**config.mk**
```make
export PLATFORM = sky130hd
export DESIGN_NAME = ahbl_excl_monitor
export DESIGN_NICKNAME = d
export VERILOG_FILES = /design/src/rtl/ahbl_excl_monitor.sv
export SDC_FILE = /design/constraint.sdc
export NUM_CORES = 1
export LEC_CHECK = 0
export CAP_MARGIN = 20
export CORE_AREA = 2 2 89 91
export DETAILED_ROUTE_END_ITERATION = 8
export DIE_AREA = 0 0 91 93
export PLACE_DENSITY = 0.76
export SETUP_SLACK_MARGIN = 0.4
export SLEW_MARGIN = 20
export SYNTH_ARGS = -nofsm -noshare
export SYNTH_HDL_FRONTEND = slang
export SYNTH_SLANG_ARGS = --single-unit
export TNS_END_PERCENT = 1
```
**constraint.sdc**
```tcl
create_clock -name clk -period 3.3 [get_ports clk]
set_input_delay 0.495 -clock clk [delete_from_list [all_inputs] [get_ports clk]]
set_output_delay 0.495 -clock clk [all_outputs]
set_load 0.05 [all_outputs]
```
**src/rtl/ahbl_excl_monitor.sv**
```systemverilog
// ahbl_excl_monitor
// -----------------------------------------------------------------------------
// Global exclusive-access monitor sitting on one crossbar slave port. Keeps
// one address reservation per master (slot index = 8-bit master ID), decides
// pass/fail for exclusive stores, turns failed exclusive stores into IDLE
// toward the slave, and drives the exclusive-OK indication back upstream.
// Everything else passes straight through combinationally.
//
// Optional feature macro: EXCL_MON_FAIL_CNT_EN
//   defined   -> adds fail_cnt, a 16-bit saturating count of failed
//                exclusive stores
//   undefined -> no fail_cnt port, no counter
//
// Ports
//   clk, rst          clock, synchronous active-high reset
//   src_hready        global HREADY from upstream
//   src_hready_resp   HREADYOUT to upstream (= dst_hready_resp)
//   src_hresp         HRESP to upstream (= dst_hresp)
//   src_haddr/hwrite/htrans/hexcl/hmaster  address-phase controls
//   src_hexokay       exclusive success, valid at end of data phase
//   dst_hready        = src_hready
//   dst_hready_resp   slave HREADYOUT
//   dst_hresp         slave HRESP
//   dst_haddr/hwrite  = src_haddr/src_hwrite
//   dst_htrans        src_htrans, or IDLE for a failed exclusive store
//   fail_cnt          failed exclusive store count (macro only)
// -----------------------------------------------------------------------------
module ahbl_excl_monitor #(
   parameter int N_MASTERS    = 2,
   parameter int W_ADDR       = 32,
   parameter int GRANULE_LOG2 = 2
) (
   input  logic              clk,
   input  logic              rst,
   input  logic              src_hready,
   output logic              src_hready_resp,
   output logic              src_hresp,
   input  logic [W_ADDR-1:0] src_haddr,
   input  logic              src_hwrite,
   input  logic [1:0]        src_htrans,
   input  logic              src_hexcl,
   input  logic [7:0]        src_hmaster,
   output logic              src_hexokay,
   output logic              dst_hready,
   input  logic              dst_hready_resp,
   input  logic              dst_hresp,
   output logic [W_ADDR-1:0] dst_haddr,
   output logic              dst_hwrite,
   output logic [1:0]        dst_htrans
`ifdef EXCL_MON_FAIL_CNT_EN
   ,
   output logic [15:0]       fail_cnt
`endif
);

   localparam int W_TAG = W_ADDR - GRANULE_LOG2;

   logic [W_TAG-1:0]     tag;
   logic                 accept;
   logic                 id_ok;
   logic                 pass;
   logic                 excl_rd;
   logic                 excl_wr;
   logic                 excl_fail;
   logic                 plain_wr;
   logic                 err_rd;

   logic [N_MASTERS-1:0] id_hit;    // slot addressed by src_hmaster
   logic [N_MASTERS-1:0] tag_hit;   // slot tag equals current address tag
   logic [N_MASTERS-1:0] dp_hit;    // slot addressed by data-phase master
   logic [N_MASTERS-1:0] res_v;

   logic                 dp_excl_reg;
   logic                 dp_ok_reg;
   logic                 dp_rd_reg;
   logic [7:0]           dp_id_reg;

   assign tag    = src_haddr[W_ADDR-1:GRANULE_LOG2];
   assign accept = src_hready & src_htrans[1];

   // An out-of-range ID hits no slot, so id_ok and pass fall out naturally.
   assign id_ok = |id_hit;
   assign pass  = |(id_hit & res_v & tag_hit);

   assign excl_rd   = accept &  src_hexcl & ~src_hwrite;
   assign excl_wr   = accept &  src_hexcl &  src_hwrite;
   assign excl_fail = excl_wr & ~pass;
   assign plain_wr  = accept & ~src_hexcl &  src_hwrite;
   assign err_rd    = dp_excl_reg & dp_rd_reg & dst_hresp;

   generate
      for (genvar gi = 0; gi < N_MASTERS; gi++) begin : g_slot
         logic             v_reg;
         logic [W_TAG-1:0] tag_reg;
         logic             set_now;
         logic             clr_now;

         assign id_hit[gi]  = (src_hmaster == 8'(gi));
         assign dp_hit[gi]  = (dp_id_reg == 8'(gi));
         assign tag_hit[gi] = (tag_reg == tag);
         assign res_v[gi]   = v_reg;

         assign set_now = excl_rd & id_hit[gi];
         // Clears OR together: matching store (plain or passing exclusive),
         // own failed exclusive store, error on own exclusive read.
         assign clr_now = ((plain_wr | (excl_wr & pass)) & tag_hit[gi])
                        | (excl_fail & id_hit[gi])
                        | (err_rd & dp_hit[gi]);

         // A set from the current address phase wins over any clear.
         always_ff @(posedge clk) begin
            if (rst) begin
               v_reg   <= 1'b0;
               tag_reg <= '0;
            end else if (set_now) begin
               v_reg   <= 1'b1;
               tag_reg <= tag;
            end else if (clr_now) begin
               v_reg   <= 1'b0;
            end
         end
      end
   endgenerate

   // Data-phase context, held through wait states.
   always_ff @(posedge clk) begin
      if (rst) begin
         dp_excl_reg <= 1'b0;
         dp_ok_reg   <= 1'b0;
         dp_rd_reg   <= 1'b0;
         dp_id_reg   <= '0;
      end else if (src_hready) begin
         dp_excl_reg <= accept & src_hexcl;
         dp_ok_reg   <= src_hwrite ? pass : id_ok;
         dp_rd_reg   <= ~src_hwrite;
         dp_id_reg   <= src_hmaster;
      end
   end

   assign src_hexokay = dp_excl_reg & dp_ok_reg & ~dst_hresp;

   assign src_hready_resp = dst_hready_resp;
   assign src_hresp       = dst_hresp;
   assign dst_hready      = src_hready;
   assign dst_haddr       = src_haddr;
   assign dst_hwrite      = src_hwrite;
   assign dst_htrans      = excl_fail ? 2'b00 : src_htrans;

`ifdef EXCL_MON_FAIL_CNT_EN
   logic [15:0] fail_cnt_reg;

   always_ff @(posedge clk) begin
      if (rst) begin
         fail_cnt_reg <= '0;
      end else if (excl_fail && fail_cnt_reg != 16'hFFFF) begin
         fail_cnt_reg <= fail_cnt_reg + 16'd1;
      end
   end

   assign fail_cnt = fail_cnt_reg;
`endif

endmodule

```
==> results.toml, run 1 <==
[timing]
fin_skew_ns = 0.0150
fmax_mhz = 354
final_hold_viol_count = 0
rsz0062_at_grt = "no"
finalHoldWorstSlack_ns = 0.439
setup_viol = 0
fin_crit_ns = 2.83
tns_ns = 0
tightestPinTransition_ns = 0.614
relSlewSlack_pct = 59.1
layout_worst_path_cycle_share_pct = 85.7
slew_viol_final = 0

[worst_setup_path]
cp_slowest_stage_delay_ns = 0.40
arrival_ns = 2.33
cp.required_ns = 2.80
endpoint_kind = "output pin"
path_max_fanout = 5
reg2reg_from = "g_slot[1].tag_reg[26]"
reg2reg_depth = 8
r2r_end = "g_slot[1].v_reg"
r2r_slack_ns = 1.33
startpoint_type = "primary input"
cp_cell_sequence = "dlygate4sd2_1 > xor2_1 > nor4_2 > nand4_1 > o32ai_4 > a21oi_2 > nor2b_2 > buf_12"
path_class = "in2out"
worst_path_max_delay_cell = "nor4_2"
crit_start = "src_haddr[17]"

[synth]
synth_seq_cells = 73
yosysMostFrequentCell = "nand2_1"
yosys_warnings = 0
yosys.area.top_type = "dfxtp_1"
synth_common_cells = "nand2_1, dfxtp_1, a21oi_1, xor2_1, buf_4"
synth-async-reset-ratio_pct = 0
postSynthCellCount = 460
seq_area_frac_synth_pct = 39.8
synth_area_leaders = "dfxtp_1, xor2_1, nand2_1"
synth_top_area_share_pct = 39.8
postSynthAreaPerCell_um2 = 7.98
synth-edff-count = 0
synthFlopType = "dfxtp_1"
syn_area_um2 = 3670
syn_nets = 509
synth.distinct_cells = 31

[drt]
vias = 3252
drc = 0
antenna_left = 0
viasPerCell = 5.24
drt_iter0_markers = 280
firstDrtPassIters = 5
totalWireLength_um = 9240
drt-wirelength-per-cell_um = 14.9

[die]
fp-row-count = 32
dieArea_um2 = 8460
coreArea_um2 = 7530
io_pins = 88
initial_core_util_pct = 48.8
dieWidth_um = 91
die_h_um = 93

[clock_network]
clock_path_buffers = 2
clkLatencyLatePin_ns = 0.36
cts_sinks = 73
cts_root_buf = "clkbuf_8"
cts_tree = "built"
ctsHoldBuffers = 0
ctsHtreeMaxLevel = 3
cts_made_buffers = 9
clk_pin_slew_ns = 0.07

[power]
p_int_mw = 1.40
pwr-share-clk_pct = 38.4
leakage_nw = 1.90
power_switching_mw = 0.536
combinationalPowerShare_pct = 15.6
seq_power_share_pct = 46.1
swShare_pct = 27.7
ir_drop_mv = 0.221
cellPowerDensity_nw_per_um2 = 409

[global_route]
grtUsageTotal_pct = 22.1
grt_pass1_wl_um = 14700
grt_max_degree = 35
overflow = 0
grt_pass1_vias = 3080
antenna_found_initial = 0

[finish]
diodes = 0
nNetsFinal = 563
drive_gt1_share_pct = 11.9
largest_reg_flops = 60
syn2layout_area_growth_pct = 28.9

[outcome]
status = "finished clean"

[min_path]
hp-class = "in2reg"
whs_endpoint = "g_slot[0].tag_reg[18]"
hold_depth = 3
worstHoldStart = "src_haddr[20]"

[placed_design]
hpwl_um = 6220
gp_congestion = 0.831
io_buffers = 81

[job]
maxCapViolCount = 0
## worst max path at each step
stage | endpoint | slack [ns] | cells past startpoint
after floorplan | dst_htrans[0] | 0.56 | 6
after CTS | dst_htrans[1] | 0.40 | 8
after detailed placement | dst_htrans[1] | 0.12 | 8
after global routing | dst_htrans[0] | 0.39 | 8
final | dst_htrans[0] | 0.47 | 8
after global placement | dst_htrans[1] | 0.15 | 8
## metrics by stage
step / power, mW / cell area (um2) / utilization [%] / std cells / setup slack, ns
after detailed placement: 1.21 / 4360 / 57.9 / 597 / 0.118
after global routing: 2.00 / 4730 / 62.9 / 621 / 0.392
after global placement: 1.21 / 4360 / 57.9 / 597 / 0.150
after floorplan: 1.10 / 3670 / - / 460 / 0.560
after CTS: 1.94 / 4640 / 61.7 / 617 / 0.400
final: 1.93 / 4730 / 62.9 / 621 / 0.473
## metal layers
metal	share of wire [%]	GRT usage [%]	vias to the layer above
li1	-	-	1601
met1	42	28.4	1493
met2	48	35.3	135
met3	7.1	4.03	23
met4	2.9	11.7	0
met5	0	0	-
## power groups by stage
| stage | sequential [mW] | clock, mW | combinational [mW] |
|---|---|---|---|
| 4_1_cts | 0.891 | 0.747 | 0.299 |
| 2_1_floorplan | 0.911 | 0 | 0.186 |
| 5_1_grt | 0.892 | 0.789 | 0.317 |
| 3_5_place_dp | 0.912 | 0 | 0.300 |
| 6_report | 0.891 | 0.742 | 0.301 |
| 3_3_place_gp | 0.911 | 0 | 0.298 |
## layout make-up
class                   count  area [um2]
flip-flops and latches     73        1460
repair buffers            103        1000
fillers                   683        2790
clock inverters             5        62.6
well taps                 102         128
multi-input cells         324        1920
clock buffers              11         151
inverters                   3        11.3
## placed cells by master (no fill, tap or decap), types with 3 or more instances in the layout
master,instances
dfxtp_1,73
inv_1,3
mux2i_1,8
dlygate4sd2_1,12
buf_4,22
nand4_1,7
nor3_1,5
a21oi_1,65
clkbuf_8,11
dlymetal6s2s_1,14
nand2_1,125
nor4_1,3
clkdlybuf4s50_1,50
nor2_1,12
nor4_2,14
o21ai_0,4
xor2_1,59
nand2b_1,3
## worst max-delay path: cells and delay by family
kind	cells	cell delay [ns]
AOI/OAI and AO/OA	2	0.33
xor gates and xnor gates	1	0.21
and+or+nand+nor	3	0.83
buffers and inverters	2	0.46
## repair_timing
action                                  in CTS  in global routing
buffers inserted                             4                  4
gates cloned                                 0                  0
resized for setup                           24                 23
pin swaps                                   11                 16
endpoints found under the setup margin       2                  2
## cells by family (layout without fill, tap and decap cells)
family	Yosys count	count (layout)	synth area share, %
AND/OR/NAND/NOR	181	181	22.4
AO/OA/AOI/OAI	75	75	10.9
flip-flops	73	73	39.8
buffers and inverters	63	122	10.4
XOR/XNOR	60	60	14.3
multiplexers	8	8	2.18
Power figures use the tool's default switching activity.
==> run 2: changes to the inputs <==
--- a/config.mk
+++ b/config.mk
@@ -6,10 +6,10 @@
 export NUM_CORES = 1
 export LEC_CHECK = 0
 export CAP_MARGIN = 20
-export CORE_AREA = 2 2 89 91
+export CORE_AREA = 2 2 86 88
 export DETAILED_ROUTE_END_ITERATION = 8
-export DIE_AREA = 0 0 91 93
-export PLACE_DENSITY = 0.76
+export DIE_AREA = 0 0 88 90
+export PLACE_DENSITY = 0.81
 export SETUP_SLACK_MARGIN = 0.4
 export SLEW_MARGIN = 20
 export SYNTH_ARGS = -nofsm -noshare
==> results.toml, run 2 (synthesized netlist as in run 1, its figures left out) <==
[timing]
layout_worst_path_cycle_share_pct = 85.9
fin_skew_ns = 0.00914
rsz0062_at_grt = "no"
final_hold_viol_count = 0
fin_crit_ns = 2.84
relSlewSlack_pct = 55.2
tightestPinTransition_ns = 0.672
slew_viol_final = 0
tns_ns = 0
setup_viol = 0
fmax_mhz = 353

[min_path]
hp-class = "reg2reg"

[job]
maxCapViolCount = 0

[die]
io_pins = 88
die_h_um = 90
initial_core_util_pct = 52.3
dieWidth_um = 88
fp-row-count = 31
coreArea_um2 = 7020
dieArea_um2 = 7920

[drt]
vias = 3169
drt_iter0_markers = 251
firstDrtPassIters = 4
drc = 0
drt-wirelength-per-cell_um = 14.4
antenna_left = 0
totalWireLength_um = 8860
viasPerCell = 5.15

[global_route]
grt_max_degree = 39
overflow = 0
grt_pass1_vias = 3084
use_met3_pct = 3.58
use_met1_pct = 31.5
grt.busiest_layer = "met2"
grtUsageTotal_pct = 23.7
grt_pass1_wl_um = 14700
use_met2_pct = 38.1
antenna_found_initial = 0

[clock_network]
clock_path_buffers = 2
cts_tree = "built"
clkLatencyLatePin_ns = 0.35
ctsHtreeMaxLevel = 3
cts_sinks = 73
cts_made_buffers = 9
clk_pin_slew_ns = 0.08
cts_root_buf = "clkbuf_8"
ctsHoldBuffers = 0

[power]
power_switching_mw = 0.528
p_total_mw = 1.96
leakage_nw = 1.84
p_int_mw = 1.43
seq_power_share_pct = 45.5
ir_drop_mv = 0.325
combinationalPowerShare_pct = 15.1
swShare_pct = 27.0
pwr-share-clk_pct = 39.4
cellPowerDensity_nw_per_um2 = 419

[placed_design]
hpwl_um = 6080
gp_congestion = 0.907
io_buffers = 81

[finish]
layout_commonest_cell = "nand2_1"
diodes = 0
syn2layout_area_growth_pct = 27.2
utilization_pct = 66.5
drive_gt1_share_pct = 10.3
fillers = 583
layout_common_cells = "nand2_1, dfxtp_1, a21oi_1"
largest_reg_flops = 60
nNetsFinal = 560

[worst_setup_path]
cp_cell_sequence = "dlygate4sd2_1 > xor2_1 > nor4_2 > nand4_1 > o32ai_2 > a21oi_2 > nor2b_2 > buf_12"
endpoint_kind = "output pin"
cp_slowest_stage_delay_ns = 0.37
cp.required_ns = 2.80
worst_path_max_delay_cell = "o32ai_2"
path_class = "in2out"
startpoint_type = "primary input"
path_max_fanout = 5
arrival_ns = 2.34

[outcome]
status = "finished clean"
==> run 2: cell types whose count changed in the layout (fill, tap and decap cells not counted), moves of 2 or more <==
cell and change:
clkbuf_2 -2, dlymetal6s2s_1 -6, clkbuf_8 -2, dlygate4sd2_1 +5, nor4_2 -2, nor4_1 +2, clkdlybuf4s50_1 +3, buf_4 -3
==> run 2: worst max-delay path, delay by kind of cell <==
kind / cells / cell delay, ns
AOI/OAI and AO/OA: 2 / 0.49
and+or+nand+nor: 3 / 0.67
buffers and inverters: 2 / 0.45
xor gates and xnor gates: 1 / 0.21
==> run 2: final timing paths <==
path              depth (start not counted)  slack [ns]                  start                    to
setup / recovery                          8        0.46          src_haddr[15]         dst_htrans[0]
hold / removal                            2        0.46   g_slot[1].tag_reg[3]  g_slot[1].tag_reg[3]
setup reg to reg                          7        1.43  g_slot[1].tag_reg[13]             dp_ok_reg
hold reg to reg                           2        0.46   g_slot[1].tag_reg[3]  g_slot[1].tag_reg[3]
==> run 2: power groups by stage <==
stage               Clock (mW)  Combinational, mW  Sequential (mW)
floorplan                    0              0.186            0.911
CTS                      0.776              0.297            0.891
global placement             0              0.295            0.912
finish                   0.771              0.297            0.891
detailed placement           0              0.298            0.912
global route             0.811              0.313            0.892
==> run 2: area by class of cell <==
class | instances | area [um2] | area share, %
flip-flops and latches | 73 | 1460 | 31.3
well taps | 99 | 124 | 2.65
clock inverters | 6 | 91.3 | 1.96
multi-input cells | 324 | 1890 | 40.4
clock buffers | 10 | 128 | 2.73
repair buffers | 100 | 967 | 20.7
inverters | 3 | 11.3 | 0.241
==> run 2: metal layers <==
| metal | wire (um) | part of all wire [%] |
|---|---|---|
| met2 | 4320 | 49 |
| met4 | 199 | 2.2 |
| met3 | 521 | 5.9 |
| met1 | 3810 | 43 |
| met5 | 0 | 0 |
==> run 2: what timing repair did <==
item                                    in CTS  in global routing
pin swaps                                   12                  8
gates resized for setup                     25                 11
buffers inserted                             5                  0
endpoints found under the setup margin       2                  2
==> run 2: through the flow <==
stage	hold slack, ns	instance area [um2]	instances	setup WS, ns
4_1_cts	0.466	4640	615	0.374
3_3_place_gp	0.449	4360	594	0.166
3_5_place_dp	0.455	4360	594	0.132
2_1_floorplan	0.443	3670	460	0.560
6_report	0.464	4670	615	0.465
5_1_grt	0.485	4670	615	0.384
